### src/rtl/i2s_receiver.sv
// rtl/i2s_receiver.sv - I2S serial audio receiver producing left/right sample pairs
//
// Purpose: deserialises an I2S stream (MSB first, WS leading the slot MSB by
// one bit period) into DATA_WIDTH-bit left/right words. Words are
// left-justified: short slots are zero padded, bits beyond DATA_WIDTH are
// dropped.
//
// Ports:
//   serial_clk    bit clock, all state changes on its rising edge
//   reset         asynchronous active-low reset
//   word_select   I2S WS (0 = left slot, 1 = right slot)
//   sound_bit_in  serial data, MSB first
//   left_sample   last complete left word
//   right_sample  last complete right word
//   sample_valid  one-cycle pulse when a new left/right pair is presented
//   frame_error   one-cycle pulse on a slot whose length differs from SLOT_WIDTH
//   bit_counter   bits received so far in the current slot (saturates at 63)
//
// Configuration macro: I2S_RX_FRAME_CHECK_EN enables slot length checking;
// when undefined, frame_error is tied low and every right slot updates outputs.

module i2s_receiver #(
  parameter int DATA_WIDTH = 24,
  parameter int SLOT_WIDTH = 32
) (
  input  logic                  serial_clk,
  input  logic                  reset,
  input  logic                  word_select,
  input  logic                  sound_bit_in,
  output logic [DATA_WIDTH-1:0] left_sample,
  output logic [DATA_WIDTH-1:0] right_sample,
  output logic                  sample_valid,
  output logic                  frame_error,
  output logic [5:0]            bit_counter
);

  if (DATA_WIDTH < 8 || DATA_WIDTH > 32 || SLOT_WIDTH < DATA_WIDTH || SLOT_WIDTH > 32)
  begin : g_param_check
    $error("i2s_receiver: illegal DATA_WIDTH/SLOT_WIDTH");
  end

  typedef enum logic [1:0] {SYNC, LEFT, RIGHT} state_t;

  state_t                state;
  logic                  ws_d;
  logic                  ws_edge;
  logic                  update_ok;
  logic [DATA_WIDTH-1:0] shift;
  logic [DATA_WIDTH-1:0] left_hold;
  logic [DATA_WIDTH-1:0] word;

  assign ws_edge = (word_select != ws_d);

  // Bit n of the slot lands at position DATA_WIDTH-1-n, which gives the
  // left-justified, zero-padded word directly; bits past DATA_WIDTH match no
  // position and are dropped.
  always_comb begin
    word = shift;
    for (int i = 0; i < DATA_WIDTH; i++) begin
      if (int'(bit_counter) == DATA_WIDTH - 1 - i) word[i] = sound_bit_in;
    end
  end

`ifdef I2S_RX_FRAME_CHECK_EN
  logic slot_bad;
  logic frame_error_q;
  // Slot length includes the final bit sampled on the WS edge itself.
  assign slot_bad    = (({1'b0, bit_counter} + 7'd1) != 7'(SLOT_WIDTH));
  assign update_ok   = !slot_bad;
  assign frame_error = frame_error_q;
`else
  assign update_ok   = 1'b1;
  assign frame_error = 1'b0;
`endif

  always_ff @(posedge serial_clk or negedge reset) begin
    if (!reset) begin
      state        <= SYNC;
      ws_d         <= 1'b0;
      shift        <= '0;
      left_hold    <= '0;
      left_sample  <= '0;
      right_sample <= '0;
      sample_valid <= 1'b0;
      bit_counter  <= '0;
`ifdef I2S_RX_FRAME_CHECK_EN
      frame_error_q <= 1'b0;
`endif
    end else begin
      ws_d         <= word_select;
      sample_valid <= 1'b0;
`ifdef I2S_RX_FRAME_CHECK_EN
      frame_error_q <= 1'b0;
`endif
      case (state)
        SYNC: begin
          // Only a 1->0 edge marks the start of a left slot.
          if (ws_edge && !word_select) begin
            state       <= LEFT;
            shift       <= '0;
            bit_counter <= '0;
          end
        end
        LEFT, RIGHT: begin
          if (!ws_edge) begin
            shift <= word;
            if (bit_counter != 6'd63) bit_counter <= bit_counter + 6'd1;
          end else begin
`ifdef I2S_RX_FRAME_CHECK_EN
            frame_error_q <= slot_bad;
`endif
            shift       <= '0;
            bit_counter <= '0;
            if (state == LEFT && word_select) begin
              left_hold <= word;
              state     <= RIGHT;
            end else if (state == RIGHT && !word_select) begin
              if (update_ok) begin
                left_sample  <= left_hold;
                right_sample <= word;
                sample_valid <= 1'b1;
              end
              state <= LEFT;
            end else begin
              // Edge direction disagrees with the slot we think we are in.
              state <= SYNC;
            end
          end
        end
        default: state <= SYNC;
      endcase
    end
  end

endmodule

### config.mk
export PLATFORM = sky130hd
export DESIGN_NAME = i2s_receiver
export DESIGN_NICKNAME = d
export VERILOG_FILES = /design/src/rtl/i2s_receiver.sv
export SDC_FILE = /design/constraint.sdc
export NUM_CORES = 1
export LEC_CHECK = 0
export CAP_MARGIN = 30
export CORE_UTILIZATION = 45
export CTS_CLUSTER_DIAMETER = 60
export DETAILED_ROUTE_END_ITERATION = 12
export GPL_ROUTABILITY_DRIVEN = 0
export HOLD_SLACK_MARGIN = 0.15
export PLACE_DENSITY_LB_ADDON = 0.25
export SYNTH_ARGS = -nofsm -noshare
export SYNTH_HDL_FRONTEND = slang
export SYNTH_SLANG_ARGS = --single-unit
### constraint.sdc
create_clock -name serial_clk -period 4 [get_ports serial_clk]
set_input_delay 0.8 -clock serial_clk [delete_from_list [all_inputs] [get_ports serial_clk]]
set_output_delay 0.8 -clock serial_clk [all_outputs]
set_load 0.01 [all_outputs]
# --- Yosys cells after proc, flatten, opt, wreduce, memory -nomap -nowiden ---
# Index checks and enable logic that the tools add are counted.
classes:
  mux: 40
  n_addsub: 1
  eq_ne: 30
  reduce_logical: 13
  bitwise: 1
op_table:
  columns: ["cell", "n"]
  rows:
  - ["equality test 6 x 5 -> 1 bit, second input constant", 8]
  - ["equality test 6 bit, second input constant", 8]
  - ["2-to-1 mux 24 bit", 2]
  - ["case mux 24 bit (2 select lines)", 1]
  - ["2-to-1 mux 1 bit", 29]
  - ["equality test 6 x 4 -> 1 bit, second input constant", 4]
  - ["2-to-1 mux 6 bit", 3]
  - ["equality test 6 x 3 -> 1 bit, second input constant", 2]
  - ["case mux 6 bit (2 select lines)", 1]
  - ["adder 6 x 1 -> 6 bit, second input constant", 1]
  - ["equality test 6 x 2 -> 1 bit, second input constant", 1]
  - ["logical NOT 6 bit", 1]
  - ["2-to-1 mux 2 bit", 3]
  - ["!= test 6 bit, second input constant", 1]
  - ["AND reduction 3 bit", 2]
  - ["!= test 2 bit, second input constant", 2]
  - ["case mux 2 bit (2 select lines)", 1]
  - ["AND reduction 2 bit", 2]
  - ["AND reduction 4 bit", 1]
  - ["logical AND 1 bit", 3]
  - ["!= test 3 bit, second input constant", 1]
  - ["equality test 2 x 1 -> 1 bit, second input constant", 1]
  - ["equality test 2 bit, second input constant", 1]
  - ["logical NOT 2 bit", 1]
  - ["other kinds (5)", 5]
totals:
  ff_bits: 106
  inputBits: 4
  wordCells: 93

# --- Logic depth before layout (Yosys ltp) ---
# Gate-level depths: netlist of the first run.
depth:
  depth_word: 6
  ltp_mapped: 7
  ltp_nobuf: 6

# --- Worst setup path before layout of the first run ---
# Ideal clock, no wire load.
synth_timing:
  path_kind: "input port to flip-flop"
  start: "input word_select"
  end: "register left_sample[0]"
  t_arrival_ps: 2107
  n_path_buf: 2
  slack_ps: 1768
  setup_time_ps: 125
  required_time_ps: 3875
  stages: 6
  path_cell_list: "inv_1 > ha_1 > and4bb_2 > buf_2 > buf_4 > mux2_2"
synth_via:
  elab_chain_cells: 3
  word_cells_on_any_way: 6
synth_lines:
  columns: ["element", "line", "rtl"]
  rows:
  - ["from (decl)", "28", "input logic word_select,"]
  - ["logical NOT 1 bit / logical AND 1 bit (equally long branches)", "117, 114", null]
  - ["logical AND 1 bit / inverter 1 bit (equally long branches)", null, null]
  - ["AND reduction 4 bit (no source line) (*)", null, null]
  - ["to (signal assigned)", "119", "left_sample <= left_hold;"]
  - ["to (decl)", "30", "output logic [DATA_WIDTH-1:0] left_sample,"]
# Mark *: on every way between the ends. The rest lies on a longest branch, timed or not.
# A chain may end at the register's enable or synchronous reset.

# --- Worst setup path in the final report of the first run ---
layout_timing:
  start: "input word_select"
  end: "register shift[19]"
layout_via:
  elab_chain_cells: 4
  word_cells_on_any_way: 7
layout_lines:
  columns: ["element", "line", "rtl"]
  rows:
  - ["!= test 1 bit / logical NOT 1 bit (equally long branches)", "52, 98", null]
  - ["logical AND 1 bit", "98", "if (ws_edge && !word_select) begin"]
  - ["!= test 2 bit (no source line)", null, null]
  - ["AND reduction 2 bit (no source line)", null, null]
  - ["to (signal assigned)", "106", "shift <= word;"]
  - ["to (decl)", "48", "logic [DATA_WIDTH-1:0] shift;"]
# Parallel ways exist; a longest one is shown, timed or not.

==> summary.md, run 1 <==
| Metric | Value |
|---|---|
| Outcome | `completed` |
| Crit path launch | `word_select` |
| Syn Inst Count | `around 470` |
| Mapped Area | `about 0.0048 sq mm` |
| CTS Buf Count | `9` |
| Reg clk slew, reported paths | `~0.10 ns` |
| Hold Path Class | `input pin to async pin` |
| Worst R2R Path Depth | `6` |
| Root Buffer | `clkbuf_8` |
| Synthesis-to-finish area growth | `18.4%` |
| PostCTS Resize Cnt | `0` |
| Leak pwr | `around 2.5 nW` |
| Pwr Density | `roughly 530 mW/mm^2` |
| CTS tree | `yes` |
| Initial Util | `between 40 and 50%` |
| Ant. Diodes | `0` |
| Clock Sinks | `about 110` |
| Fmax | `around 0.35 GHz` |
| Nets | `533` |
| #FFs+latches synth | `106` |
| Final hold slack | `between 0.4 and 0.5 ns` |
| Post-route minimum period | `approximately 2.9 ns` |
| Final hold vios | `0` |
| IO Pins | `60` |
| Sequential area share after synthesis | `a little under three fifths` |
| Setup Crit Path Kind | `input pin to flop` |
| Port bufs | `58` |
| Top cell type's share of synthesized area | `55.5%` |
| Synthesized area per cell | `approximately 10 sq um` |
| Worst setup margin | `between 1 and 1.5 ns` |
| Top cells by area, synth | `dfrtp_1 (56%), a21oi_1 (6.6%), mux2_2 (5.7%)` |
| Core footprint | `~0.010 sq mm` |
| DR vias/cell | `between 5 and 6` |
| Top cell type by total area after synthesis | `dfrtp_1` |
| Ys Warns | `0` |
| Worst R2R Setup Slack | `1.66 ns` |
| Clk buf depth | `2` |
| Setup slack at placement | `about 0.76 ns` |
| Cell variety after synth | `41` |
| Vias | `roughly 3,500` |
| Max_slew headroom | `a little over a third` |
| Slew of the pin with the lowest slew margin | `0.955 ns` |
| Initial antenna violation count | `0` |
| Largest net degree at the start of global routing | `54` |
| Htree depth | `3` |
| Post-CTS Setup Repair Bufs | `0` |
| WP data required | `around 4.3 ns` |
| Pwr Total | `0.00298 W` |
| DRC viols | `0` |
| Crit path DAT | `around 3.2 ns` |
| First-pass GRT wire length | `around 17,000 microns` |
| Die Y | `105 microns` |
| Ys async rst share | `100%` |
| Overflow after GRT | `0` |
| Post-DRT Antenna Nets | `0` |
| Layout cells sized above 1 | `10.9%` |
| Hold_buf cts | `0` |
| Critical R2R Launch | `state[0]` |
| RSZ-0062 raised after global routing | `no` |
| Hpwl dp | `approximately 6800 microns` |
| Commonest register cell after synthesis | `dfrtp_1` |
| Fillcell total | `roughly 930` |
| Maxcap violations | `0` |
| DRT Pass-1 Iters | `4` |
| Startpoint Class | `input pin` |
| Syn nets | `between 400 and 500` |
| DIE AREA | `~0.011 sq mm` |
| Std-Cell Rows | `37` |
| Largest fanout on the critical path | `24` |
| Worst R2R End | `shift[19]` |
| Setup Skew | `around 0.015 ns` |
| Crit share post-route | `between 70% and 80%` |
| Crit path capture | `shift[19]` |
| Max VDD drop | `around 0.0002 V` |
| Tot GR Track Use | `19.5%` |
| DRT iter0 DRCs | `216` |
| Setup violations, final | `0` |
| Max-slew violations | `0` |
| Number of synthesized flops with an enable pin | `0` |
| Routed len/inst | `approximately 15 microns` |
| Vias in the first global route | `3,437` |
| Skew-Pair Late Insertion Delay | `between 0.3 and 0.4 ns` |
| Die W | `between 100 and 150 microns` |
| CP endpoint kind | `flop` |
| Post-Route WL | `about 10,000 microns` |
| Setup TNS | `0 ns` |
## power breakdown
part           switching (W)  internal [W]
clock               0.000384      0.000270
sequential          0.000102       0.00124
combinational       0.000535      0.000453
## flip-flops by register name, summed over array words and instances (netlist names)
register	flops
bit_counter	6
left_hold	24
ws_d	1
right_sample	24
state	2
shift	24
sample_valid	1
left_sample	24
## layout by cell type (no fill, tap or decap), types with 4 or more instances in the layout
cell | netlist | routed
dfrtp_1 | 106 | 106
mux2_2 | 24 | 24
nand2b_1 | 6 | 6
o22ai_1 | 22 | 22
inv_1 | 29 | 29
clkbuf_8 | 0 | 11
nand3_1 | 23 | 23
nand2_1 | 40 | 40
o21ai_1 | 9 | 9
buf_4 | 5 | 5
o21ai_0 | 25 | 25
a21oi_1 | 63 | 63
ha_1 | 9 | 9
nor2_1 | 43 | 43
mux2i_1 | 8 | 8
nor2b_1 | 4 | 4
clkdlybuf4s50_1 | 0 | 57
## metrics by stage
| stage | util, % | instances | instance area (sq um) |
|---|---|---|---|
| floorplan | - | 474 | 4780 |
| global placement | 52.6 | 644 | 5430 |
| detailed placement | 52.9 | 645 | 5460 |
| CTS | 54.8 | 661 | 5660 |
| global route | 54.8 | 661 | 5660 |
| finish | 54.8 | 661 | 5660 |
## synth_stat cells, drive strengths merged, types with 2 or more instances
cell type / number
nand2b: 6
nand2: 40
nor2b: 5
mux2i: 8
ha: 9
o21ai: 34
mux2: 24
nor3: 5
buf: 21
and2: 2
clkbuf: 9
a21oi: 66
nor2: 43
o22ai: 22
nand3: 23
or3: 2
a32o: 2
dfrtp: 106
inv: 29
nand4bb: 3
nand4: 2
## how the worst min path moves through the flow
stage                  startpoint             to  cells after the start  slack, ns
floorplan            left_hold[0]   left_hold[0]                      2       0.44
global placement    left_hold[17]  left_hold[17]                      2       0.46
detailed placement  left_hold[20]  left_hold[20]                      2       0.47
CTS                         reset   sample_valid                      1       0.44
global route                reset   sample_valid                      1       0.45
finish                      reset   sample_valid                      1       0.42
## per-layer routing
metal | vias to the layer above | track usage (%) | part of all wire, %
met5 | - | 0 | 0
met4 | 0 | 7.75 | 1.9
met3 | 19 | 2.87 | 3.3
met2 | 82 | 30.6 | 48
met1 | 1719 | 27.2 | 47
li1 | 1724 | - | -
## cell type report
| class | instances | area [sq um] | share of cell area [%] |
|---|---|---|---|
| sequential | 106 | 2650 | 46.9 |
| multi-input combinational | 309 | 1850 | 32.8 |
| timing repair buffer | 65 | 676 | 11.9 |
| tap | 136 | 170 | 3.01 |
| clock buffer | 11 | 151 | 2.68 |
| inverter | 29 | 109 | 1.92 |
| clock inverter | 5 | 45.0 | 0.796 |
## cells by family after synthesis
| logic type | synth area share, % |
|---|---|
| flops | 55.5 |
| compound gates | 15.2 |
| buf+inv | 5.66 |
| other cells | 0.0785 |
| simple gates | 13.8 |
| fa+ha+maj | 2.36 |
| mux | 7.33 |
## critical path, cell delays in order
cell	delay (ns)
clkdlybuf4s50_1	0.54
inv_1	0.08
ha_1	0.32
nand2_1	0.19
nor3_2	0.24
nand2_1	0.57
o22ai_1	0.40
No activity file was read; power rests on OpenSTA's default activity.
==> run 2, diff against run 1 <==
- clock period: 4 -> 2.35 ns (I/O delays scaled with it)
==> run 2 against run 1 <==
  * Sequential power grew 70%
  * Combinational power grew 81%
  * Count of clock-buffer cells in the layout is the same
  * Critical path depth shrank 6
  * Total power grew 74%
  * Final area grew 3.6%
  * Die area is the same
  * Largest power group unchanged
==> summary.md, run 2 (synthesis gave the netlist of run 1 again) <==
| Metric | Value |
|---|---|
| Outcome | `completed` |
| Layout cells sized above 1 | `14.6%` |
| Met3 Wirelength | `307 microns` |
| Post-Route WL | `approximately 10,000 microns` |
| Routed len/inst | `around 15 microns` |
| CTS Buf Count | `9` |
| Hold Path Class | `input pin to async pin` |
| Gate power share | `between 30% and 40%` |
| Leak pwr | `2.58 nW` |
| Crit path largest cell delay | `roughly 0.74 ns` |
| CP endpoint kind | `output port` |
| Wire length on met2 | `just under 5000 microns` |
| Port bufs | `58` |
| Crit-path cells | `clkdlybuf4s50_1` |
| Ant. Diodes | `0` |
| Largest net degree at the start of global routing | `between 40 and 50` |
| Post-Route M1 WL | `4660 microns` |
| Worst path top cell family by delay | `flip-flops` |
| WP data required | `between 1.5 and 2 ns` |
| Reg clk slew, reported paths | `about 0.10 ns` |
| Post-DRT Antenna Nets | `0` |
| Maxcap violations | `0` |
| Nets | `between 500 and 600` |
| Std-Cell Rows | `37` |
| Max layer used | `met4` |
| Max VDD drop | `between 0.0003 and 0.0004 V` |
| Sw power | `approximately 0.0018 W` |
| Setup slack at placement | `-0.118 ns` |
| Setup Skew | `around 0.016 ns` |
| Largest fanout on the critical path | `19` |
| First-pass GRT wire length | `around 17,000 microns` |
| Initial Util | `between 40 and 50%` |
| Switching Share | `between 30% and 40%` |
| Tot GR Track Use | `approximately 19%` |
| Setup Crit Path Kind | `flop to output port` |
| RSZ-0062 raised after global routing | `no` |
| Clk buf depth | `2` |
| IO Pins | `60` |
| WP buf/inv | `1` |
| Skew-Pair Late Insertion Delay | `around 0.37 ns` |
| Clock Sinks | `about 110` |
| DIE AREA | `roughly 0.011 sq mm` |
| Worst R2R Setup Slack | `roughly 0.45 ns` |
| Slew of the pin with the lowest slew margin | `roughly 0.6 ns` |
| Die Y | `105 microns` |
| Initial antenna violation count | `0` |
| Crit path DAT | `~1.8 ns` |
| Most frequent cells in the layout | `dfrtp_1 (106), a21oi_1 (63), clkdlybuf4s50_1 (57)` |
| Pwr Density | `approximately 880 mW/mm^2` |
| Core footprint | `between 0.01 and 0.015 sq mm` |
| Synthesis-to-finish area growth | `22.7%` |
| Overflow after GRT | `0` |
| Slowest-stage cell, CP | `dfrtp_1` |
| Worst setup margin | `0.124 ns` |
| Fmax | `0.449 GHz` |
| Max-slew violations | `0` |
| Vias | `~3,600` |
| Setup violations, final | `0` |
| Crit share post-route | `94.7%` |
| Pwr Total | `0.00518 W` |
| Int Pwr | `0.00343 W` |
| Max_slew headroom | `59.4%` |
| Most common cell after layout, fill and taps aside | `dfrtp_1` |
| Final hold vios | `0` |
| Seq pwr share | `between 40% and 50%` |
| Startpoint Class | `flop` |
| PostCTS Resize Cnt | `0` |
| Hpwl dp | `~7100 microns` |
| Post-route minimum period | `around 2.2 ns` |
| DR vias/cell | `about 5.3` |
| Vias in the first global route | `3,517` |
| DRT iter0 DRCs | `213` |
| Die W | `around 110 microns` |
| Setup TNS | `0 ns` |
| Htree depth | `3` |
| Root Buffer | `clkbuf_8` |
| DRT Pass-1 Iters | `5` |
| DRC viols | `0` |
| CTS tree | `yes` |
| Clock power share | `between 20% and 30%` |
[run 2: area by class of cell]
class	instances	area, sq um
inverter	29	109
timing repair buffer	89	876
tap	136	170
sequential	106	2650
fill	954	4460
multi-input combinational	309	1850
clock inverter	5	46.3
clock buffer	11	151
[run 2: final timing paths]
path,from,endpoint,cells past startpoint
min in group serial_clk,left_hold[19],left_hold[19],2
hold / removal,reset,left_sample[5],2
max in group asynchronous,reset,shift[18],3
hold reg to reg,left_hold[19],left_hold[19],2
setup reg to reg,bit_counter[3],left_hold[16],5
setup / recovery,bit_counter[2],bit_counter[2],1
[run 2: worst register-to-register path: cells and delay by family (launching register included)]
kind	cells	cell delay [ns]
flops	1	0.61
compound gates	2	0.50
simple gates	2	0.41
buf+inv	1	0.28
[run 2: power by group through the flow]
stage | combinational, W | sequential, W | clock (W)
floorplan | 0.000895 | 0.00239 | 0
global placement | 0.00176 | 0.00231 | 0
detailed placement | 0.00180 | 0.00232 | 0
CTS | 0.00181 | 0.00228 | 0.00114
global route | 0.00198 | 0.00232 | 0.00122
finish | 0.00179 | 0.00228 | 0.00111
[run 2: per-layer routing]
layer,GRT usage (%),vias up
li1,-,1770
met1,26.0,1759
met2,33.0,75
met3,2.56,14
met4,6.14,0
met5,0,-
[run 2: through the flow]
step / instance area (sq um) / instances / hold slack [ns] / util, %
2_1_floorplan: 4780 / 474 / 0.174 / -
5_1_grt: 5860 / 685 / 0.496 / 56.8
3_3_place_gp: 5650 / 668 / 0.338 / 54.7
6_report: 5860 / 685 / 0.482 / 56.8
3_5_place_dp: 5650 / 668 / 0.338 / 54.7
4_1_cts: 5860 / 685 / 0.478 / 56.8
[run 2: timing repair]
item                                   4_1_cts  5_1_grt
buffers inserted                             0        0
endpoints found under the hold margin       12        0
hold buffers                                 1        0
setup endpoints to repair                    0        0
==> run 3, diff against run 2 <==
- CAP_MARGIN: 30 -> 20
==> results of run 3 <==
Final layout, timing and power as in run 2 (identical DEF).
